===== config.mk =====
export PLATFORM = sky130hd
export DESIGN_NAME = saw_seq_ctrl
export DESIGN_NICKNAME = d
export VERILOG_FILES = /design/src/rtl/saw_seq_pkg.sv /design/src/rtl/saw_tick_div.sv /design/src/rtl/saw_seq_ctrl.sv
export SDC_FILE = /design/constraint.sdc
export NUM_CORES = 1
export LEC_CHECK = 0
export CELL_PAD_IN_SITES_DETAIL_PLACEMENT = 1
export CELL_PAD_IN_SITES_GLOBAL_PLACEMENT = 2
export CORE_ASPECT_RATIO = 1.25
export CORE_MARGIN = 4
export CORE_UTILIZATION = 38
export CTS_CLUSTER_DIAMETER = 40
export CTS_CLUSTER_SIZE = 30
export DETAILED_ROUTE_END_ITERATION = 12
export PLACE_DENSITY_LB_ADDON = 0.2
export SYNTH_ARGS = -nofsm -noshare
export SYNTH_HDL_FRONTEND = slang
export SYNTH_SLANG_ARGS = --single-unit

===== constraint.sdc =====
create_clock -name clk -period 3.3 [get_ports clk]
set_input_delay 0.33 -clock clk [delete_from_list [all_inputs] [get_ports clk]]
set_output_delay 0.33 -clock clk [all_outputs]
set_load 0.02 [all_outputs]

===== src/rtl/saw_seq_pkg.sv =====
// Shared types and constants for the sawtooth note sequencer.
package saw_seq_pkg;

  // Sequencer FSM states
  typedef enum logic [1:0] {
    ST_IDLE = 2'd0,
    ST_PLAY = 2'd1,
    ST_GAP  = 2'd2,
    ST_DONE = 2'd3
  } state_t;

  // Pattern entry layout: {sel[1:0], dur[DUR_W-1:0]}
  localparam int DUR_W   = 8;
  localparam int SEL_W   = 2;
  localparam int SEL_LSB = DUR_W;

  // Default silence after each note, in ticks (must be >= 1)
  localparam int GAP_TICKS_DEF = 4;

endpackage


===== src/rtl/saw_tick_div.sv =====
// Loadable modulo-(div+1) tick divider; tick fires on the last count of each period.
module saw_tick_div #(
  parameter int DIV_W = 16
) (
  input  logic             clk,
  input  logic             rst,
  input  logic             clr,
  input  logic             load,
  input  logic [DIV_W-1:0] div_in,
  input  logic             en,
  output logic             tick
);

  logic [DIV_W-1:0] cnt_reg;
  logic [DIV_W-1:0] div_l_reg;

  // Period latch and free-running counter; clr wins over load so an abort never arms a new period
  always_ff @(posedge clk) begin
    if (rst || clr) begin
      cnt_reg   <= '0;
      div_l_reg <= '0;
    end else if (load) begin
      cnt_reg   <= '0;
      div_l_reg <= div_in;
    end else if (en) begin
      cnt_reg <= (cnt_reg == div_l_reg) ? '0 : cnt_reg + DIV_W'(1);
    end
  end

  assign tick = en && (cnt_reg == div_l_reg);

endmodule


===== src/rtl/saw_seq_ctrl.sv =====
// Note-pattern sequencer driving the saw generator's clk_en/dc/dc_sel inputs.
module saw_seq_ctrl #(
  parameter  int DEPTH     = 8,
  parameter  int DUR_W     = saw_seq_pkg::DUR_W,
  parameter  int DIV_W     = 16,
  parameter  int GAP_TICKS = saw_seq_pkg::GAP_TICKS_DEF,
  localparam int AW        = $clog2(DEPTH),
  localparam int EW        = DUR_W + 2
) (
  input  logic             clk,
  input  logic             rst,
  input  logic             start,
  input  logic             stop,
  input  logic             loop,
  input  logic [DIV_W-1:0] div,
  input  logic [AW-1:0]    len,
  input  logic             wr_en,
  input  logic [AW-1:0]    wr_addr,
  input  logic [EW-1:0]    wr_data,
  output logic             clk_en,
  output logic             dc,
  output logic [1:0]       dc_sel,
  output logic             busy,
  output logic             done,
  output logic [AW-1:0]    idx
);

  import saw_seq_pkg::*;

  localparam int GW = $clog2(GAP_TICKS + 1);

  state_t            state_reg, state_next;
  logic [EW-1:0]     mem_reg [DEPTH];
  logic [AW-1:0]     len_reg;
  logic              loop_reg;
  logic [AW-1:0]     idx_reg;
  logic [SEL_W-1:0]  sel_reg;
  logic [DUR_W-1:0]  note_cnt_reg;
  logic [GW-1:0]     gap_cnt_reg;

  logic              run;
  logic              tick;
  logic              start_ok;
  logic              last_note;
  logic              last_gap;
  logic              more;
  logic [AW-1:0]     next_idx;
  logic [EW-1:0]     entry0;
  logic [EW-1:0]     next_entry;

  // A zero duration still plays for one tick
  function automatic logic [DUR_W-1:0] dur_min1(input logic [EW-1:0] e);
    return (e[DUR_W-1:0] == '0) ? DUR_W'(1) : e[DUR_W-1:0];
  endfunction

  assign run       = (state_reg == ST_PLAY) || (state_reg == ST_GAP);
  assign start_ok  = (state_reg == ST_IDLE) && start && !stop;
  assign last_note = tick && (note_cnt_reg == DUR_W'(1));
  assign last_gap  = tick && (gap_cnt_reg == GW'(1));
  assign more      = (idx_reg != len_reg) || loop_reg;
  assign next_idx  = (idx_reg == len_reg) ? '0 : idx_reg + AW'(1);
  // Same-cycle write to entry 0 bypasses into the first note
  assign entry0     = (wr_en && (wr_addr == '0)) ? wr_data : mem_reg[0];
  assign next_entry = mem_reg[next_idx];

  saw_tick_div #(
    .DIV_W (DIV_W)
  ) u_tick_div (
    .clk    (clk),
    .rst    (rst),
    .clr    (stop),
    .load   (start_ok),
    .div_in (div),
    .en     (run),
    .tick   (tick)
  );

  // Pattern register file: cleared by reset, writable only while idle
  always_ff @(posedge clk) begin
    if (rst) begin
      for (int i = 0; i < DEPTH; i++) mem_reg[i] <= '0;
    end else if (wr_en && (state_reg == ST_IDLE)) begin
      for (int i = 0; i < DEPTH; i++) begin
        if (wr_addr == AW'(i)) mem_reg[i] <= wr_data;
      end
    end
  end

  // FSM state register
  always_ff @(posedge clk) begin
    if (rst) state_reg <= ST_IDLE;
    else     state_reg <= state_next;
  end

  // FSM next-state logic; stop overrides every transition
  always_comb begin
    state_next = state_reg;
    if (stop) begin
      state_next = ST_IDLE;
    end else begin
      case (state_reg)
        ST_IDLE: if (start)     state_next = ST_PLAY;
        ST_PLAY: if (last_note) state_next = ST_GAP;
        ST_GAP:  if (last_gap)  state_next = more ? ST_PLAY : ST_DONE;
        ST_DONE:                state_next = ST_IDLE;
        default:                state_next = ST_IDLE;
      endcase
    end
  end

  // Playback datapath: latched controls, entry index, note and gap counters
  always_ff @(posedge clk) begin
    if (rst || stop) begin
      len_reg      <= '0;
      loop_reg     <= 1'b0;
      idx_reg      <= '0;
      sel_reg      <= '0;
      note_cnt_reg <= '0;
      gap_cnt_reg  <= '0;
    end else begin
      case (state_reg)
        ST_IDLE: begin
          if (start) begin
            len_reg      <= len;
            loop_reg     <= loop;
            idx_reg      <= '0;
            sel_reg      <= entry0[DUR_W +: SEL_W];
            note_cnt_reg <= dur_min1(entry0);
          end
        end
        ST_PLAY: begin
          if (last_note)  gap_cnt_reg  <= GW'(GAP_TICKS);
          else if (tick)  note_cnt_reg <= note_cnt_reg - DUR_W'(1);
        end
        ST_GAP: begin
          if (last_gap) begin
            if (more) begin
              idx_reg      <= next_idx;
              sel_reg      <= next_entry[DUR_W +: SEL_W];
              note_cnt_reg <= dur_min1(next_entry);
            end else begin
              idx_reg <= '0;
            end
          end else if (tick) begin
            gap_cnt_reg <= gap_cnt_reg - GW'(1);
          end
        end
        default: ;
      endcase
    end
  end

  // Output decode from registered state only
  always_comb begin
    busy   = run;
    clk_en = tick;
    dc     = (state_reg == ST_PLAY);
    dc_sel = run ? sel_reg : 2'd0;
    done   = (state_reg == ST_DONE);
    idx    = idx_reg;
  end

endmodule


==> metrics.txt <==
Routed WL 22800 µm; Post-Syn Instances 720; starting density of the core 38.7%; endpoints failing setup 0; Area growth syn-to-layout 19.3%; Netlist Area Pre-Place 7030 µm²; # Post-CTS Setup Buffers 0; Slew @ Worst Pin 0.814 ns; Tot GR Track Use 22.5%; CP arrival 2.54 ns; count of pins over their slew limit 0; clock buffer count from CTS 17; ys async rst share 0%; syn_area_per_cell 9.76 µm²; DRC viols 0; max reg flops 80; power share of the sequential group 43.0%; drt pass-1 iters 5; biggest area consumer among synthesized cells edfxtp_1; Ant. Diodes 0; Lkg Pwr 3.02 nW; WL/cell 22.7 µm; synth warn 0; ratio of cells with drive above 1 in the final layout 10.9%; initial antenna violation count 0; Post-layout nets 815; HP Class register to register; synthesized net count 768; Seq/Total Area, Yosys 49.6%; Worst setup SP type register; full die area 20700 µm²; headroom to the max-slew limit 44.9%; peak supply drop 0.346 mV; first-pass GRT wire length 35300 µm; clock power share 46.3%; Congestion Overflow GR 0; Max Fclk 348 MHz; number of synthesized flops with an enable pin 80; Overall Power 0.00440 W; Comb pwr share 10.7%; Clock Pin Slew Worst Setup and Hold Paths 0.06 ns; Critical Path Fanout Max 15; Die Y-Extent 160 µm; Hold Violations, Final 0; via count 5670; clock latency on the worst-skew pair 0.42 ns; DP Wirelength 17400 µm; final core occ 46.1%; Core Rows 55; top cells by count, synth nand2_1 (99), nor2_1 (93), edfxtp_1 (80); via/cell ratio 5.63; Finished Cell Area 8380 µm²; I/O pin total 47; number of distinct library cells after synthesis 79; setup_tns 0 ns; routability congestion estimate from global placement 0.890; pwr dens 525 nW/µm²; die span in x 130 µm; H-Tree Level Count 4; Net Sw Power 0.00110 W; CTS sink count 134; Crit. End Element primary output; initial DRC count 303; clock buffer depth 2; switch share 25.0%; Synth top area share 34.2%; max capacitance violation total 0; Power Internal 0.00330 W; hold_buf cts 0; TritonCTS clock tree done; min Tclk post-route 2.87 ns; WS Path Type register to primary output; WP data required 2.97 ns; Yosys reg bits 134; top_reg_cell synth edfxtp_1; top-count cell post-synth nand2_1; ANT nets after route 0; Core Region 18200 µm²; RSZ-0062 raised after global routing false; Tcrit/Tclk final 87.0%; skew final 0.0138 ns; status completed; synth top area cells edfxtp_1 (34%), dfxtp_1 (15%), nand2_1 (5.3%); DP Area 7760 µm²; largest net degree at the start of global routing 24; Gates resized, CTS repair 0; fillers 2048; # port buffers 46; CTS Root Cell clkbuf_16; vias in the first global route 6031
-- per-layer routing --
metal | vias to the layer above | GRT usage [%] | wire [µm]
met1 | 2814 | 26.2 | 9240
li1 | 2685 | - | -
met2 | 130 | 40.8 | 12100
met5 | - | 0 | 0
met3 | 41 | 3.35 | 731
met4 | 0 | 8.88 | 760
-- worst max-delay path, stage by stage (launching register included) --
cell             delay [ns]
dfxtp_1                0.37
inv_1                  0.11
ha_1                   0.35
buf_4                  0.24
nand2_1                0.11
nor4_1                 0.18
buf_4                  0.17
clkdlybuf4s50_1        0.60
-- layout by cell type, fill, tap and decap left out, types with 6 or more instances in the layout --
| master | n |
|---|---|
| nor2_1 | 93 |
| nor3_1 | 10 |
| mux2i_1 | 15 |
| clkdlybuf4s50_1 | 46 |
| ha_1 | 10 |
| dfxtp_1 | 54 |
| clkbuf_16 | 17 |
| nand4_1 | 9 |
| nand2_1 | 99 |
| buf_4 | 23 |
| edfxtp_1 | 80 |
| xor2_1 | 18 |
| nor4_1 | 10 |
| a31oi_1 | 6 |
| xnor2_1 | 20 |
| o21ai_0 | 14 |
| inv_1 | 25 |
| nand2b_1 | 24 |
| nand3_1 | 26 |
| or3_1 | 9 |
| a21oi_1 | 40 |
-- area by class of cell --
cell class,count,area (µm²),share of cell area [%]
Clock buffer,18,429,5.12
Timing Repair Buffer,69,633,7.55
Multi-Input combinational cell,520,3260,38.9
Clock inverter,13,195,2.33
Tap cell,228,285,3.40
Inverter,25,93.8,1.12
Sequential cell,134,3480,41.6
-- logic make-up after synthesis --
kind of cell,synth area share [%]
DFF,49.6
muxes,3.74
adders and majority gates,1.78
AOI/OAI and AO/OA,14.1
xor gates and xnor gates,5.89
buffers and inverters,4.01
and+or+nand+nor,20.9
-- power by group through the flow --
stage | clock network, W | registers, W | logic [W]
after detailed placement | 0 | 0.00193 | 0.000470
after floorplan | 0 | 0.00190 | 0.000294
final | 0.00204 | 0.00189 | 0.000470
after global placement | 0 | 0.00192 | 0.000459
after CTS | 0.00207 | 0.00189 | 0.000474
after global routing | 0.00214 | 0.00190 | 0.000514
-- path summary, 6_finish.rpt --
path / from / endpoint / slack [ns] / cells after the start
max reg2reg: idx[2] / note_cnt_reg[0] / 0.45 / 7
max: state_reg[0] / clk_en / 0.43 / 7
min reg2reg: loop_reg / loop_reg / 0.45 / 2
min: loop_reg / loop_reg / 0.45 / 2
-- metrics by stage --
stage	setup WS (ns)	std cells	hold WS (ns)
final	0.430	1007	0.452
after global routing	0.187	1007	0.483
after CTS	0.377	1007	0.440
after detailed placement	0.404	976	0.443
after global placement	0.455	976	0.444
after floorplan	0.630	720	0.431
(Power assumes the default switching activity.)
